<file path="config.mk">
export PLATFORM = sky130hd
export DESIGN_NAME = axis_width_converter
export DESIGN_NICKNAME = d
export VERILOG_FILES = /design/src/rtl/axis_width_converter.sv
export SDC_FILE = /design/constraint.sdc
export NUM_CORES = 1
export LEC_CHECK = 0
export CORE_ASPECT_RATIO = 0.75
export CORE_MARGIN = 1
export CORE_UTILIZATION = 25
export CTS_BUF_LIST = sky130_fd_sc_hd__clkbuf_8 sky130_fd_sc_hd__clkbuf_16
export CTS_CLUSTER_DIAMETER = 40
export DETAILED_ROUTE_END_ITERATION = 7
export HOLD_SLACK_MARGIN = 0.15
export PLACE_DENSITY = 0.46
export SLEW_MARGIN = 5
export SYNTH_ARGS = -nofsm -noshare
export SYNTH_HDL_FRONTEND = slang
export SYNTH_SLANG_ARGS = --single-unit
</file>
<file path="constraint.sdc">
create_clock -name aclk -period 6.8 [get_ports aclk]
set_input_delay 1.36 -clock aclk [delete_from_list [all_inputs] [get_ports aclk]]
set_output_delay 1.36 -clock aclk [all_outputs]
set_load 0.005 [all_outputs]
</file>
<file path="src/rtl/axis_width_converter.sv">
// AXI-Stream word-width converter: S_WORDS-wide input beats repacked into M_WORDS-wide output beats.
// Sparse input keep is compacted; packet boundaries are kept, so no output beat mixes two packets.
module axis_width_converter #(
  parameter int WORD_WIDTH = 16,
  parameter int S_WORDS    = 4,
  parameter int M_WORDS    = 2
) (
  input  logic                          aclk,
  input  logic                          areset,
  input  logic                          s_valid,
  output logic                          s_ready,
  input  logic [S_WORDS*WORD_WIDTH-1:0] s_data,
  input  logic [S_WORDS-1:0]            s_keep,
  input  logic                          s_last,
  output logic                          m_valid,
  input  logic                          m_ready,
  output logic [M_WORDS*WORD_WIDTH-1:0] m_data,
  output logic [M_WORDS-1:0]            m_keep,
  output logic                          m_last
);

  localparam int CAP = S_WORDS + M_WORDS;
  localparam int CW  = $clog2(CAP + 1);
  localparam logic [CW-1:0] M_CNT = CW'(M_WORDS);

  // state | meaning
  // FILL  | collecting words of a packet; full output beats drain as they form
  // FLUSH | packet end seen; input held off until the tail beat (m_last) leaves
  typedef enum logic {FILL = 1'b0, FLUSH = 1'b1} state_t;

  state_t                state_q;
  logic [WORD_WIDTH-1:0] buf_q [CAP];
  logic [WORD_WIDTH-1:0] buf_d [CAP];
  logic [CW-1:0]         count_q, count_d;
  logic [CW-1:0]         n_out, shift, base, kept;
  logic [CW-1:0]         prefix [S_WORDS];
  logic                  in_fire, out_fire;

  assign n_out    = (count_q < M_CNT) ? count_q : M_CNT;
  assign m_valid  = (count_q >= M_CNT) || (state_q == FLUSH);
  assign s_ready  = (state_q == FILL) && (count_q <= M_CNT);
  assign m_last   = (state_q == FLUSH) && (count_q <= M_CNT);
  assign in_fire  = s_valid && s_ready;
  assign out_fire = m_valid && m_ready;

  always_comb begin : out_decode
    m_keep = '0;
    m_data = '0;
    for (int l = 0; l < M_WORDS; l++) begin
      if (CW'(l) < n_out) begin
        m_keep[l] = 1'b1;
        m_data[l*WORD_WIDTH +: WORD_WIDTH] = buf_q[l];
      end
    end
  end

  always_comb begin : next_buf
    shift = out_fire ? n_out : '0;
    base  = count_q - shift;
    kept  = '0;
    for (int l = 0; l < S_WORDS; l++) begin
      prefix[l] = kept;
      kept      = kept + CW'(s_keep[l]);
    end

    for (int i = 0; i < CAP; i++) buf_d[i] = '0;
    for (int s = 0; s <= M_WORDS; s++) begin
      if (shift == CW'(s)) begin
        for (int i = 0; i < CAP - s; i++) buf_d[i] = buf_q[i+s];
      end
    end

    // kept lanes land after the surviving words, in ascending lane order
    if (in_fire) begin
      for (int i = 0; i < CAP; i++) begin
        for (int l = 0; l < S_WORDS; l++) begin
          if (s_keep[l] && (base + prefix[l] == CW'(i)))
            buf_d[i] = s_data[l*WORD_WIDTH +: WORD_WIDTH];
        end
      end
    end

    count_d = base + (in_fire ? kept : '0);
  end

  always_ff @(posedge aclk) begin
    if (areset) begin
      state_q <= FILL;
      count_q <= '0;
      for (int i = 0; i < CAP; i++) buf_q[i] <= '0;
    end else begin
      count_q <= count_d;
      for (int i = 0; i < CAP; i++) buf_q[i] <= buf_d[i];
      if (out_fire && m_last) state_q <= FILL;
      if (in_fire && s_last)  state_q <= FLUSH;
    end
  end

endmodule

</file>
# After elaboration in Yosys (flattened, before gate mapping)
# Memory sizes are Yosys's and may differ from the RTL's.
# Index checks and enable logic that the tools add are counted.
# totals
ff_bits	4
wordCells	128
output_inout_bits	37
inputBits	73
ram_bits	96
n_memories	1
# classes
add_sub_neg	8
reduce_logical	37
mux	46
eq_ne	22
n_lt_le_gt_ge	5
bitwise_logic	7
# mem_list
memory	depth	width	rd	rd_ports_with_merged_regs	write_ports	line	rtl
buf_q	6	16	6	0	6	32	logic [WORD_WIDTH-1:0] buf_q [CAP];
# op_table
op	count
$mux W16	32
$mux W96	2
$mux W80	1
$mux W64	1
$logic_and A1 B1 Y1	30
$eq A3 B2 Y1 const B	9
$eq A3 B3 Y1 const B	8
$eq A3 B1 Y1 const B	5
$logic_not A3 Y1	5
$mux W3	3
$mux W1	7
$add A3 B1 Y3	2
$add A3 B3 Y3	2
$lt A1 B3 Y1 const A	2
$or A1 B1 Y1	6
$add A2 B1 Y3	1
$add A3 B2 Y3	1
$ge A3 B2 Y1 const B	1
$le A3 B2 Y1 const B	1
$lt A3 B2 Y1 const B	1
$sub A3 B3 Y3	1
$add A1 B1 Y2	1
$reduce_bool A2 Y1	1
$logic_or A1 B1 Y1	1
$not A1 Y1	1

# Longest topological paths before layout
# Gate-level depths: netlist (run 1).
# logic_depth
depth_word	14
depth_mapped	20
depth_no_buf	14

# Worst setup path before layout (run 1)
# OpenSTA, ideal clock, no wires.
# synth_timing
path_kind	input-to-reg
start	in m_ready
end	mem buf_q[5][10]
path_slack_ns	1.639
required_time_ns	6.680
cell_stages	16
setup_time_ns	0.120
arrival_time_ns	5.041
n_path_buf	6
path_cell_list	clkbuf_1 > nand2_1 > inv_2 > buf_2 > buf_2 > ha_1 > fa_1 > fa_1 > xnor2_1 > xnor2_2 > nand2b_1 > buf_2 > and4_4 > buf_6 > buf_2 > a211o_1
# synth_rtl
item	line	rtl
start: declaration	16	input logic m_ready,
end: declaration	32	

==> run_results.csv, run 1 <==
group,metric,value,unit
worst_hold_path,hold_depth,2,
floorplanning,io_pins,110,
layout,nets,1328,
place,port_buffers,109,
pwr,p_per_area,446,nW/um^2
logic_synthesis,yosysUniqueCellTypes,66,
layout,n_antenna_cell,0,
logic_synthesis,synth_top_area_frac,0.219,
place,finalWeightedCongestion,0.905,
logic_synthesis,syn_area,9150,sq um
worst_setup_path,critPathKind,"in -> reg",
logic_synthesis,syn_nets,1312,
layout,final_cells,1709,
route,wl,48100,um
floorplanning,die-area,37400,sq um
route,drtIter0Drc,1542,
pwr,pwr-share-clk,0.118,
sta,fmax,181,MHz
worst_setup_path,critical-path-max-stage-delay,0.76,ns
job,drv_cap,0,
pwr,pwr-share-seq,0.227,
global_route,grt_pass1_wl,70300,um
sta,final_hold_viol_count,0,
worst_setup_path,path_depth,12,
floorplanning,fp.dieH,168,um
sta,tns,0,ns
route,wl_per_cell,28.1,um
clocking,htreeDepth,3,
sta,setup_viol,0,
place,place_hpwl,33500,um
route,drc,0,
logic_synthesis,synth-seq-cells,100,
logic_synthesis,synthTopCellsByCount,"nor2_1, clkbuf_1, dfxtp_1, a21oi_1, a221oi_1",
clocking,cts_buffers,9,
route,vias_per_cell,6.51,
clocking,postCtsHoldBufs,0,
worst_setup_path,crit_top_cell,"fa_1",
place,dp.cells,1693,
worst_setup_path,cp-end-kind,"flop",
layout,drive_gt1_frac,0.0715,
global_route,track_usage,0.251,
pwr,intPower,2.34,mW
floorplanning,rows,60,
worst_hold_path,min_path_type,"reg -> reg",
sta,tightest_slew,1.37,ns
pwr,p_sw,2.50,mW
worst_setup_path,crit_buf_inv,3,
clocking,clock_path_buffers,2,
clocking,cts_resized,0,
pwr,p_leak,3.47,nW
sta,drv_slew,0,
worst_setup_path,startpoint_type,"input pin",
sta,rsz0062_at_grt,"no",
logic_synthesis,synthTopCellsByArea,"dfxtp_1, a221oi_1, o221ai_1",
clocking,cts_root_buf,"clkbuf_16",
logic_synthesis,ys_warn_count,0,
route,via_count,11118,
worst_setup_path,crit_chain,"clkdlybuf4s50_1 > buf_4 > o21ai_4 > inv_1 > fa_1 > fa_1 > xnor2_1 > xnor2_2 > nand4b_2 > nand2_1 > o221ai_1 > a22oi_1",
logic_synthesis,synth_area_per_cell,7.48,sq um
logic_synthesis,ys_seq_area_frac,0.219,
floorplanning,initial_utilization,0.254,
layout,area_delta_synth_final,18.7,%
pwr,switching_share,0.516,
sta,min_period,5.52,ns
worst_setup_path,path_max_fanout,23,
clocking,clk_pin_slew,0.07,ns
logic_synthesis,synth_top_area_cell,"dfxtp_1",
worst_setup_path,slowest_stage,"nand2_1",
worst_setup_path,arrival,5.80,ns
global_route,grt_max_degree,81,
logic_synthesis,synthCells,1223,
sta,period_share,0.811,
clocking,cts_tree,"yes",
worst_setup_path,r2r_cells,14,
logic_synthesis,synth_edf_count,0,
sta,slew_headroom,0.0801,
clocking,clk_latency,0.37,ns
pwr,comb_power_share,0.655,
sta,skew,0.0130,ns
logic_synthesis,synthArstFlopShare,0,
floorplanning,die_w,223,um
global_route,grt_overflow,0,
global_route,grt_pass1_vias,10031,
clocking,post-cts-setup-buffers,0,
global_route,grt_antenna_before_repair,0,
floorplanning,core-area,36000,sq um
logic_synthesis,yosysMostFrequentCell,"nor2_1",
logic_synthesis,synth_ff_type,"dfxtp_1",
clocking,clkSinkCount,100,
route,dr.pass1.iters,6,
run_status,status,"finished clean",
worst_setup_path,critPathTopFamily,"simple AND/OR/NAND/NOR gates",
route,ant_nets,0,
pwr,ir_drop,0.178,mV
worst_setup_path,required,7.08,ns
-- state kept, by name, indices dropped and copies added (netlist names) --
signal	flops
state_q	1
buf_q	96
count_q	3
-- worst paths after layout --
check	from	to	slack (ns)
max	m_ready	buf_q[3][10]	1.28
min	buf_q[5][3]	buf_q[5][3]	0.60
max reg2reg	count_q[2]	buf_q[3][10]	1.88
min reg2reg	buf_q[5][3]	buf_q[5][3]	0.60
-- per-stage QoR --
step / cell area (sq um) / hold WS [ns] / power [mW] / setup slack, ns / utilization
finish: 10900 / 0.602 / 4.84 / 1.28 / 0.302
global route: 10900 / 0.651 / 5.15 / 1.15 / 0.302
CTS: 10900 / 0.604 / 4.77 / 1.39 / 0.302
detailed placement: 10600 / 0.584 / 4.19 / 1.03 / 0.294
global placement: 10600 / 0.574 / 4.18 / 1.11 / 0.294
floorplan: 9150 / 0.539 / 3.14 / 1.64 / -
-- cells in the final DEF, fill, tap and decap left out, types with 11 or more instances in the layout --
cell type and n:
a211oi_1 51, a21oi_1 86, a221oi_1 72, a22o_1 22, a22oi_1 22, a31oi_1 11, and2_1 20, and3_1 12
buf_4 33, clkdlybuf4s50_1 108, dfxtp_1 100, ha_1 11, inv_1 15, mux2i_1 27, nand2_1 64, nand3_1 35
nand3b_1 13, nor2_1 101, nor2b_1 21, nor3_1 27, nor4b_1 12, o211ai_1 32, o21ai_0 68, o221ai_1 64
o22a_1 12, o22ai_1 52, o32ai_1 12
-- worst register-to-register path: cells and delay by family (launching register included) --
kind | cells | cell delay [ns]
buffers and inverters | 3 | 0.38
flip-flops | 1 | 0.79
AND/OR/NAND/NOR | 4 | 1.60
adder cells (fa/ha/maj) | 3 | 0.98
XOR/XNOR | 2 | 0.61
AO/OA/AOI/OAI | 2 | 0.48
-- area by class of cell --
| type | instances | area [sq um] |
|---|---|---|
| clock buffer | 11 | 253 |
| clock inverter | 5 | 45.0 |
| fill | 3785 | 25100 |
| inverter | 12 | 45.0 |
| multi-input combinational | 974 | 6600 |
| sequential | 100 | 2000 |
| tap | 465 | 582 |
| timing repair buffer | 142 | 1330 |
-- power groups by stage --
stage / logic, mW / clock network, mW / registers, mW
floorplan: 2.19 / 0 / 0.951
global placement: 3.09 / 0 / 1.09
detailed placement: 3.10 / 0 / 1.09
CTS: 3.12 / 0.576 / 1.08
global route: 3.43 / 0.597 / 1.12
finish: 3.17 / 0.573 / 1.10
-- routing by layer --
layer  global-route usage  vias up  share of wire
li1                     -     4894              -
met4               0.0492        0          0.014
met3               0.0888       53           0.14
met1                0.389     5365           0.47
met5                    0        -              0
met2                0.318      806           0.37
-- logic make-up (layout without fill, tap and decap cells) --
group / after synthesis / count (layout) / synth area share
XOR/XNOR: 10 / 10 / 0.0157
AND/OR/NAND/NOR: 364 / 364 / 0.208
AO/OA/AOI/OAI: 557 / 557 / 0.435
adder cells (fa/ha/maj): 16 / 16 / 0.0260
multiplexers: 27 / 27 / 0.0296
buffers and inverters: 149 / 170 / 0.0668
flip-flops: 100 / 100 / 0.219
Note: power is estimated with default switching activity, not from simulation.
==> run 2, diff against run 1 <==
Clock period 6.8 ns to 5.6 ns, I/O delays scaled along.
==> run 2 against run 1 <==
  * Setup slack worse by 0.53 ns
  * Final area is 1.5% higher
  * Utilization up 0.44 points
  * First-iteration DRC count rose by 7.6%
  * Final cell count up 0.82%
  * Highest routed layer is now met5
  * Critical path depth is 2 higher
  * Die area stayed put
  * Global-route usage increased by 0.091 points
  * Count of clock-buffer cells in the layout unchanged
  * Clock skew grew 0.00050 ns
  * Sequential share of layout area shrank 0.27 points
  * Sequential power is 20% higher
==> run_results.csv, run 2 (synthesis results as in run 1) <==
group,metric,value,unit
global_route,grt_antenna_before_repair,1,
worst_setup_path,cp-end-kind,"flop",
route,vias_per_cell,6.44,
route,drtIter0Drc,1659,
sta,skew,0.0135,ns
worst_setup_path,slowest_stage,"nor2_1",
worst_setup_path,arrival,5.15,ns
layout,reg_top3,"buf_q x96, count_q x3, state_q x1",
clocking,clk_pin_slew,0.08,ns
clocking,cts_tree,"yes",
job,drv_cap,0,
place,port_buffers,109,
sta,slew_headroom,0.180,
global_route,grt_pass1_wl,70400,um
sta,tightest_slew,1.23,ns
clocking,htreeDepth,3,
worst_setup_path,path_max_fanout,16,
layout,regMostFlops,"buf_q",
clocking,clock_path_buffers,2,
clocking,cts_resized,0,
sta,final_hold_viol_count,0,
worst_setup_path,crit_chain,"clkdlybuf4s50_1 > nand2_1 > inv_2 > ha_1 > fa_1 > buf_4 > inv_1 > ha_1 > xor3_1 > nor3b_4 > buf_4 > nor2_1 > a221oi_1 > a22oi_1",
global_route,grt_max_degree,81,
sta,rsz0062_at_grt,"no",
clocking,clkSinkCount,100,
clocking,clk_latency,0.38,ns
global_route,grt_overflow,0,
clocking,cts_root_buf,"clkbuf_16",
sta,min_period,4.85,ns
floorplanning,fp.dieH,168,um
layout,largest_register_ffs,96,
run_status,status,"finished clean",
floorplanning,initial_utilization,0.254,
layout,nets,1342,
layout,area_delta_synth_final,20.5,%
sta,drv_slew,0,
floorplanning,io_pins,110,
sta,setup_viol,0,
route,ant_nets,0,
sta,period_share,0.866,
floorplanning,die_w,223,um
worst_setup_path,crit_buf_inv,5,
global_route,grt_pass1_vias,10176,
clocking,postCtsHoldBufs,0,
layout,mostFrequentLayoutCells,"clkdlybuf4s50_1, nor2_1, dfxtp_1",
route,dr.pass1.iters,6,
pwr,p_leak,3.56,nW
place,finalWeightedCongestion,0.892,
layout,final_common_cell,"clkdlybuf4s50_1",
worst_setup_path,critical-path-max-stage-delay,0.95,ns
worst_setup_path,required,5.90,ns
clocking,cts_buffers,9,
sta,fmax,206,MHz
worst_setup_path,critPathKind,"in -> reg",
place,place_hpwl,33800,um
floorplanning,core-area,36000,sq um
pwr,p_per_area,548,nW/um^2
route,wl,48400,um
sta,tns,0,ns
clocking,post-cts-setup-buffers,0,
sta,setup_slack,0.751,ns
route,wl_per_cell,28.1,um
layout,n_antenna_cell,0,
pwr,ir_drop,0.234,mV
floorplanning,rows,60,
worst_hold_path,min_path_type,"reg -> reg",
layout,drive_gt1_frac,0.0843,
route,drc,0,
worst_setup_path,critPathTopFamily,"simple AND/OR/NAND/NOR gates",
global_route,track_usage,0.252,
floorplanning,die-area,37400,sq um
route,via_count,11096,
place,dp_slack,0.438,ns
worst_setup_path,startpoint_type,"input pin",
==> run 2: per-layer routing <==
| metal | up-vias | wire, um | share of wire | track usage |
|---|---|---|---|---|
| li1 | 4917 | - | - | - |
| met4 | 2 | 664 | 0.014 | 0.0477 |
| met2 | 787 | 18400 | 0.38 | 0.330 |
| met3 | 56 | 6810 | 0.14 | 0.0814 |
| met5 | - | 13 | 0.00027 | 0 |
| met1 | 5334 | 22500 | 0.47 | 0.388 |
==> run 2: report_power, final <==
part,switching (mW),internal (mW)
Clock,0.335,0.461
Sequential,0.338,0.985
Combinational,2.38,1.54
==> run 2: final timing paths <==
check,slack (ns),cells past startpoint,endpoint,startpoint
setup / recovery,0.75,14,buf_q[3][10],m_ready
hold / removal,0.61,2,buf_q[5][15],buf_q[5][15]
setup reg to reg,1.37,15,buf_q[3][10],count_q[2]
hold reg to reg,0.61,2,buf_q[5][15],buf_q[5][15]
==> run 2: cell type report <==
cell class / count / area [sq um]
clock buffer: 11 / 253
clock inverter: 5 / 98.8
fill: 3883 / 24900
inverter: 12 / 45.0
multi-input combinational: 974 / 6600
sequential: 100 / 2000
tap: 465 / 582
timing repair buffer: 156 / 1440
==> run 2: worst reg2reg max path, delay by kind of cell, from the launching register on <==
family	cells	cell delay (ns)
AO/OA/AOI/OAI	2	0.40
AND/OR/NAND/NOR	4	1.24
adder cells (fa/ha/maj)	3	1.03
flip-flops	1	0.31
buffers and inverters	5	0.74
XOR/XNOR	1	0.42
==> run 2: stage by stage <==
| step | total power, mW | util | hold slack, ns | instance area [sq um] | cells |
|---|---|---|---|---|---|
| floorplan | 3.81 | - | 0.539 | 9150 | 1223 |
| global placement | 5.12 | 0.297 | 0.597 | 10700 | 1707 |
| detailed placement | 5.14 | 0.297 | 0.581 | 10700 | 1707 |
| CTS | 5.94 | 0.306 | 0.606 | 11000 | 1723 |
| global route | 6.40 | 0.306 | 0.678 | 11000 | 1723 |
| finish | 6.04 | 0.306 | 0.610 | 11000 | 1723 |
